==> src/rtl/fifo_ctrl_prog.sv <==
// FIFO pointer and status controller for an external dual-port storage array.
// Supports any DEPTH >= 2 with explicit pointer wrap and runtime almost-full/empty
// thresholds. It also provides a synchronous flush and overflow/underflow pulses.
// Software is expected to program af_thresh_i = DEPTH - DEPTH/4 and
// ae_thresh_i = DEPTH/4 after reset.
// Optional: define FIFO_CTRL_STICKY_ERR_EN to add err_clr_i, ovf_sticky_o and udf_sticky_o.
module fifo_ctrl_prog #(
    parameter int unsigned DEPTH = 16,
    localparam int unsigned ADDR_WIDTH = $clog2(DEPTH),
    localparam int unsigned CNT_WIDTH = $clog2(DEPTH + 1)
) (
    input  logic                  clk_i,
    input  logic                  arst_ni,
    input  logic                  wr_en_i,
    input  logic                  rd_en_i,
    input  logic                  flush_i,
    input  logic [CNT_WIDTH-1:0]  af_thresh_i,
    input  logic [CNT_WIDTH-1:0]  ae_thresh_i,
`ifdef FIFO_CTRL_STICKY_ERR_EN
    input  logic                  err_clr_i,
    output logic                  ovf_sticky_o,
    output logic                  udf_sticky_o,
`endif
    output logic [ADDR_WIDTH-1:0] wr_addr_o,
    output logic [ADDR_WIDTH-1:0] rd_addr_o,
    output logic                  wr_accept_o,
    output logic                  rd_accept_o,
    output logic                  full_o,
    output logic                  empty_o,
    output logic                  almost_full_o,
    output logic                  almost_empty_o,
    output logic                  overflow_o,
    output logic                  underflow_o,
    output logic [CNT_WIDTH-1:0]  w_count_o
);

    localparam logic [ADDR_WIDTH-1:0] PtrLast = ADDR_WIDTH'(DEPTH - 1);
    localparam logic [CNT_WIDTH-1:0]  CntFull = CNT_WIDTH'(DEPTH);

    logic [ADDR_WIDTH-1:0] wr_ptr_q, wr_ptr_d;
    logic [ADDR_WIDTH-1:0] rd_ptr_q, rd_ptr_d;
    logic [CNT_WIDTH-1:0]  count_q, count_d;
    logic                  ovf_q, ovf_d;
    logic                  udf_q, udf_d;
    logic                  full, empty;
    logic                  wr_accept, rd_accept;

    // Status and accept gating, all from registered occupancy (no write/read-through).
    always_comb begin
        full      = (count_q == CntFull);
        empty     = (count_q == '0);
        wr_accept = wr_en_i & ~full & ~flush_i;
        rd_accept = rd_en_i & ~empty & ~flush_i;
    end

    // Next-state: flush clears everything and suppresses error pulses.
    always_comb begin
        wr_ptr_d = wr_ptr_q;
        rd_ptr_d = rd_ptr_q;
        count_d  = count_q;
        ovf_d    = 1'b0;
        udf_d    = 1'b0;
        if (flush_i) begin
            wr_ptr_d = '0;
            rd_ptr_d = '0;
            count_d  = '0;
        end else begin
            ovf_d = wr_en_i & full;
            udf_d = rd_en_i & empty;
            if (wr_accept) begin
                wr_ptr_d = (wr_ptr_q == PtrLast) ? '0 : wr_ptr_q + ADDR_WIDTH'(1);
            end
            if (rd_accept) begin
                rd_ptr_d = (rd_ptr_q == PtrLast) ? '0 : rd_ptr_q + ADDR_WIDTH'(1);
            end
            unique case ({wr_accept, rd_accept})
                2'b10:   count_d = count_q + CNT_WIDTH'(1);
                2'b01:   count_d = count_q - CNT_WIDTH'(1);
                default: count_d = count_q;
            endcase
        end
    end

    // Pointer, occupancy and error-pulse registers.
    always_ff @(posedge clk_i or negedge arst_ni) begin
        if (!arst_ni) begin
            wr_ptr_q <= '0;
            rd_ptr_q <= '0;
            count_q  <= '0;
            ovf_q    <= 1'b0;
            udf_q    <= 1'b0;
        end else begin
            wr_ptr_q <= wr_ptr_d;
            rd_ptr_q <= rd_ptr_d;
            count_q  <= count_d;
            ovf_q    <= ovf_d;
            udf_q    <= udf_d;
        end
    end

`ifdef FIFO_CTRL_STICKY_ERR_EN
    logic ovf_sticky_q, ovf_sticky_d;
    logic udf_sticky_q, udf_sticky_d;

    // Sticky error bits: set beats clear, flush leaves them alone.
    always_comb begin
        ovf_sticky_d = (ovf_sticky_q & ~err_clr_i) | ovf_d;
        udf_sticky_d = (udf_sticky_q & ~err_clr_i) | udf_d;
    end

    // Sticky error registers.
    always_ff @(posedge clk_i or negedge arst_ni) begin
        if (!arst_ni) begin
            ovf_sticky_q <= 1'b0;
            udf_sticky_q <= 1'b0;
        end else begin
            ovf_sticky_q <= ovf_sticky_d;
            udf_sticky_q <= udf_sticky_d;
        end
    end

    assign ovf_sticky_o = ovf_sticky_q;
    assign udf_sticky_o = udf_sticky_q;
`endif

    // Output drive.
    always_comb begin
        wr_addr_o      = wr_ptr_q;
        rd_addr_o      = rd_ptr_q;
        wr_accept_o    = wr_accept;
        rd_accept_o    = rd_accept;
        full_o         = full;
        empty_o        = empty;
        almost_full_o  = (count_q >= af_thresh_i);
        almost_empty_o = (count_q <= ae_thresh_i);
        overflow_o     = ovf_q;
        underflow_o    = udf_q;
        w_count_o      = count_q;
    end

endmodule

==> config.mk <==
export PLATFORM = sky130hd
export DESIGN_NAME = fifo_ctrl_prog
export DESIGN_NICKNAME = d
export VERILOG_FILES = /design/src/rtl/fifo_ctrl_prog.sv
export SDC_FILE = /design/constraint.sdc
export NUM_CORES = 1
export LEC_CHECK = 0
export ABC_AREA = 0
export CAP_MARGIN = 20
export CORE_ASPECT_RATIO = 1.5
export CORE_UTILIZATION = 46
export CTS_CLUSTER_DIAMETER = 100
export CTS_CLUSTER_SIZE = 12
export DETAILED_ROUTE_END_ITERATION = 7
export PLACE_DENSITY = 0.87
export SLEW_MARGIN = 25
export SYNTH_ARGS = -nofsm -noshare
export SYNTH_HDL_FRONTEND = slang
export SYNTH_SLANG_ARGS = --single-unit
==> constraint.sdc <==
create_clock -name clk_i -period 3 [get_ports clk_i]
set_input_delay 0.45 -clock clk_i [delete_from_list [all_inputs] [get_ports clk_i]]
set_output_delay 0.45 -clock clk_i [all_outputs]
set_load 0.02 [all_outputs]
## Word level (Yosys, flattened, before mapping)

Cells that the tools add are included.

| cells by class | value |
|---|---|
| reduce and logical (&&, ||, !) cells | 4 |
| bitwise logic cells | 9 |
| add/subtract/negate cells | 4 |
| multiplexer cells | 10 |
| equal/unequal tests | 5 |
| $lt $le $gt $ge | 2 |

Operators by type and width:

| cell | number |
|---|---|
| $mux W4 | 6 |
| $pmux W5 S2 | 1 |
| $add A4 B1 Y4 const B | 2 |
| $eq A4 B4 Y1 const B | 2 |
| $and A1 B1 Y1 | 6 |
| $add A5 B1 Y5 const B | 1 |
| $eq A5 B5 Y1 const B | 1 |
| $ge A5 B5 Y1 | 1 |
| $le A5 B5 Y1 | 1 |
| $logic_not A5 Y1 | 1 |
| $mux W5 | 1 |
| $sub A5 B1 Y5 const B | 1 |
| $reduce_bool A2 Y1 | 2 |
| $not A1 Y1 | 3 |
| $reduce_bool A3 Y1 | 1 |
| $eq A2 B1 Y1 const B | 1 |
| $eq A2 B2 Y1 const B | 1 |
| $mux W1 | 2 |

| storage, ports and cells | value |
|---|---|
| output and inout bits | 21 |
| bits in registers | 15 |
| logic and storage cells | 39 |
| input bits | 15 |

## Depth between registers and ports, before layout

| depth | value |
|---|---|
| word-level depth | 7 |
| mapped depth | 11 |

## Least setup slack after synthesis

Ideal clock, no wire load.

| timing path | value |
|---|---|
| kind | register -> register |
| start | reg count_q[1] (netlist: w_count_o[1]) |
| end | reg count_q[4] (netlist: w_count_o[4]) |
| data required time | 2.918 ns |
| cell stages (with the launch flop) | 12 |
| slack | 0.112 ns |
| arrival | 2.807 ns |
| setup time | 0.082 ns |
| cells stage by stage | dfrtp_1 -> nor4_4 -> nand2b_2 -> nand2_1 -> nor2_1 -> and2_1 -> ha_1 -> nand2b_1 -> a21oi_1 -> or4b_1 -> a21o_1 -> a31oi_1 |

| on the way | value |
|---|---|
| word-level cells in the longest chain between the ends | 7 |
| elaborated cells on any way between the ends | 15 |
| classes of those cells | add/sub (2); eq/ne (3); mux (2); bitwise (6); reduce/logical (2) |

Ends and longest elaborated chain:

| item | RTL line | RTL |
|---|---|---|
| start: declaration | 42 | `logic [CNT_WIDTH-1:0] count_q, count_d;` |
| start signal: assignment | 95 | `count_q <= count_d;` |
| $logic_not A5 Y1 * | 51 | `empty = (count_q == '0);` |
| $not A1 Y1 * | 53 | `rd_accept = rd_en_i & ~empty & ~flush_i;` |
| $and A1 B1 Y1 * (2 in series) | 53 |  |
| net rd_accept_o | 27 | `output logic rd_accept_o,` |
| $eq A2 B1 Y1 / $eq A2 B2 Y1 (equally long branches) | 76 | `unique case ({wr_accept, rd_accept})` |
| $pmux W5 S2 | 76 |  |
| $mux W5 | 63 | `if (flush_i) begin` |

Mark *: on every way through the listed nets, which the timed path passes. The rest lies on a longest branch.
A chain may end at the register's enable or synchronous reset.

## Worst setup path after layout

| timing path | value |
|---|---|
| start | reg count_q[1] (netlist: w_count_o[1]) |
| end | reg count_q[4] (netlist: w_count_o[4]) |

| on the way | value |
|---|---|
| word-level cells in the longest chain between the ends | 7 |
| elaborated cells on any way between the ends | 15 |
| classes of those cells | add/sub (2); eq/ne (3); mux (2); bitwise (6); reduce/logical (2) |

Ends and longest elaborated chain:

| item | RTL line |
|---|---|
| $eq A5 B5 Y1 / $logic_not A5 Y1 (equally long branches) | 50, 51 |
| $not A1 Y1, on equally long branches | 52, 53 |
| $and A1 B1 Y1, on equally long branches (2 in series) | 52, 53 |
| $eq A2 B1 Y1 / $eq A2 B2 Y1 (equally long branches) | 76 |
| $pmux W5 S2 | 76 |
| $mux W5 | 63 |

Parallel ways exist; a longest one is shown, timed or not.

==> results.toml <==
[route]
ant_nets = 0
routed_via_density = 5.66
dr.pass1.iters = 4
drc = 0
vias = 1110
wirelength_um = 2950
routedWlPerCell_um = 15.1
drt_iter0_markers = 11

[floorplan]
start_util = 0.502
dieArea_mm2 = 0.00273
die_h_um = 63.5
io-pin-count = 36
rows = 21
coreArea_mm2 = 0.00231
die-width_um = 43

[timing]
fin_hold_ws_ns = 0.575
skew_ns = 0.00111
layout_setup_ws_ns = 0.155
setup_viol = 0
setup_tns_ns = 0
rsz0062_at_grt = "true"
min_period_ns = 2.85
max_slew.worst_pin.slew_ns = 0.715
clock.fmax_mhz = 351
slew_headroom = 0.522
finalCritPeriodShare = 0.948
hold_violations = 0
final_max_slew_viol_count = 0

[cells_and_area]
final_util = 0.711
final_area_mm2 = 0.00164
fin_cells = 196
finalNetCount = 205
nFillCells = 189
area_growth_pct = 41.7
diodes = 0
layout-drive-gt1-share = 0.139

[synth]
synth_xor_area_frac = 0.0378
ys_warn_count = 0
synth_fp_nets = 158
synth_compound_area_frac = 0.157
synth-seq-cells = 15
synth_fa_ha_area_frac = 0.179
synth_area_leaders = "dfrtp_1 32%, ha_1 16%, a21oi_1 4.3%, nor2_1 4.2%, inv_1 3.9%"
yosysSeqAreaShare = 0.324
ys_types = 35
synth_top_area_frac = 0.324
synth_top_area_cell = "dfrtp_1"
synth_top_family_by_area = "simple AND/OR/NAND/NOR gates"
syn_area_per_cell_um2 = 9.13
synthCells = 127
synth.area.mux_share = 0.0345
syn_area_mm2 = 0.00116
synthSimpleGateAreaFrac = 0.218

[global_routing]
grt_max_degree = 17
grt_overflow_total = 0
first_global_vias = 1182
globalRouteTotalUtil = 0.234
antenna_found_initial = 0
grt_pass1_wl_um = 4930

[cts]
clock-sinks = 15
cts_hold_buf = 0
cts_max_path_buffers = 2
cts_inserted_buffers = 3
clockRootBuffer = "clkbuf_4"
htree_levels = 1
clock_latency_ns = 0.29
cts_tree = "yes"
clk_pin_slew_ns = 0.09

[power_and_ir_drop]
peakVddDrop_mv = 0.644
cellLeakagePower_nw = 0.758
p_seq_frac = 0.227
pwr-share-comb = 0.688
p_total_mw = 1.43
swShare = 0.450
power.internal_mw = 0.785
power_density_mw_per_mm2 = 867
net-switching-power_mw = 0.641
clock_power_share = 0.086

[worst_setup_path]
path_buf_inv = 0
crit_chain = "nor4_4 > nand2b_2 > nand2_2 > nor2_1 > and2_1 > ha_1 > nor2_1 > a21oi_1 > or4b_1 > a21o_1 > a31oi_1"
worstSetupPathType = "reg2reg"
cpMaxStageDelayCell = "or4b_1"
end_kind = "register"
arrival_ns = 3.06
path_common_cell = "nor2_1"
crit_family = "simple AND/OR/NAND/NOR gates"
required_ns = 3.21
crit_fanout = 5
start_kind = "register"
worst_path_largest_cell_delay_ns = 0.47

[job]
maxCapViolCount = 0

[worst_hold_path]
hp-class = "in2async"

[placement]
hpwl_um = 2340
routabilityCongestion = 0.867
place_ws_ns = -0.0703
placedCellCount = 192
post_dp_cell_area_mm2 = 0.00160
portBuffers = 35

[status]
outcome = "completed"
==> synth_stat cells <==
cell type	n
nor3b_1	2
xnor2_1	3
a21boi_2	1
or4b_1	1
nand3_1	5
a311o_1	1
fa_1	1
nor2_1	13
a21oi_1	10
buf_1	1
a31oi_1	2
or4_4	1
buf_2	1
nor2b_1	3
or3_1	2
inv_1	12
clkbuf_1	1
and2_1	1
nor4_4	1
o211ai_1	1
ha_1	15
nand3b_1	1
o21a_1	3
nand2b_2	1
a21o_1	2
o22ai_1	1
xor2_1	2
nand2b_1	2
mux2i_1	4
nand3_2	1
a211oi_2	1
o221a_4	1
nand2_1	12
dfrtp_1	15
o21ai_0	3
==> cell families after synthesis <==
kind of cell    count (synthesis)
compound gates                 26
buf+inv                        15
fa+ha+maj                      16
xor+xnor                        5
flops                          15
simple gates                   46
mux                             4
==> layout make-up <==
class / instances / area [um^2] / area share
Clock buffer: 4 / 26.3 / 0.0160
Inverter: 12 / 45.0 / 0.0274
Multi-Input combinational cell: 97 / 742 / 0.451
Sequential cell: 15 / 378 / 0.230
Tap cell: 23 / 28.8 / 0.0175
Timing Repair Buffer: 45 / 424 / 0.258
==> state kept, by name, indices dropped and copies added, names as in the netlist <==
name,count
overflow_o,1
rd_addr_o,4
underflow_o,1
w_count_o,5
wr_addr_o,4
==> worst register-to-register path, delay by kind of cell, from the launching register on <==
| kind | cells | cell delay, ns |
|---|---|---|
| AO/OA/AOI/OAI | 3 | 0.43 |
| AND/OR/NAND/NOR | 7 | 1.54 |
| flip-flops | 1 | 0.45 |
| adder cells (fa/ha/maj) | 1 | 0.33 |
==> power by group through the flow <==
stage          registers [mW]  logic, mW  clock network [mW]
3_3_place_gp            0.322      0.919                   0
4_1_cts                 0.321      0.971               0.123
6_report                0.323      0.981               0.122
3_5_place_dp            0.325      0.969                   0
5_1_grt                 0.332       1.07               0.133
2_1_floorplan           0.385      0.525                   0
==> timing repair <==
action,4_1_cts,5_1_grt
hold endpoints to repair,0,0
pin swaps,0,1
setup endpoints to repair,1,2
buffers inserted,0,0
resized for setup,1,4
==> worst paths after layout <==
path                              start      endpoint  slack [ns]  cells past startpoint
max                        w_count_o[1]  w_count_o[4]        0.15                     11
min                             arst_ni  rd_addr_o[1]        0.58                      1
max reg2reg                w_count_o[1]  w_count_o[4]        0.15                     11
min reg2reg                rd_addr_o[3]  rd_addr_o[3]        0.60                      2
max in group asynchronous       arst_ni  w_count_o[1]        1.93                      1
min in group clk_i         rd_addr_o[3]  rd_addr_o[3]        0.60                      2
==> layer usage <==
layer | track usage | part of all wire | up-vias
li1 | - | - | 536
met1 | 0.222 | 0.35 | 527
met2 | 0.479 | 0.57 | 40
met3 | 0.0172 | 0.048 | 7
met4 | 0.0947 | 0.026 | 0
met5 | 0 | 0 | -
==> cells in the final DEF, fill, tap and decap left out, types with 3 or more instances in the layout <==
| cell | synthesis | routed |
|---|---|---|
| a21oi_1 | 10 | 10 |
| buf_4 | 0 | 10 |
| clkbuf_4 | 0 | 3 |
| clkdlybuf4s50_1 | 0 | 34 |
| dfrtp_1 | 15 | 13 |
| ha_1 | 15 | 14 |
| inv_1 | 12 | 12 |
| mux2i_1 | 4 | 4 |
| nand2_1 | 12 | 11 |
| nand3_1 | 5 | 5 |
| nor2_1 | 13 | 13 |
| nor2b_1 | 3 | 3 |
| o21a_1 | 3 | 3 |
| o21ai_0 | 3 | 3 |
| xnor2_1 | 3 | 3 |
(Power assumes the default switching activity.)
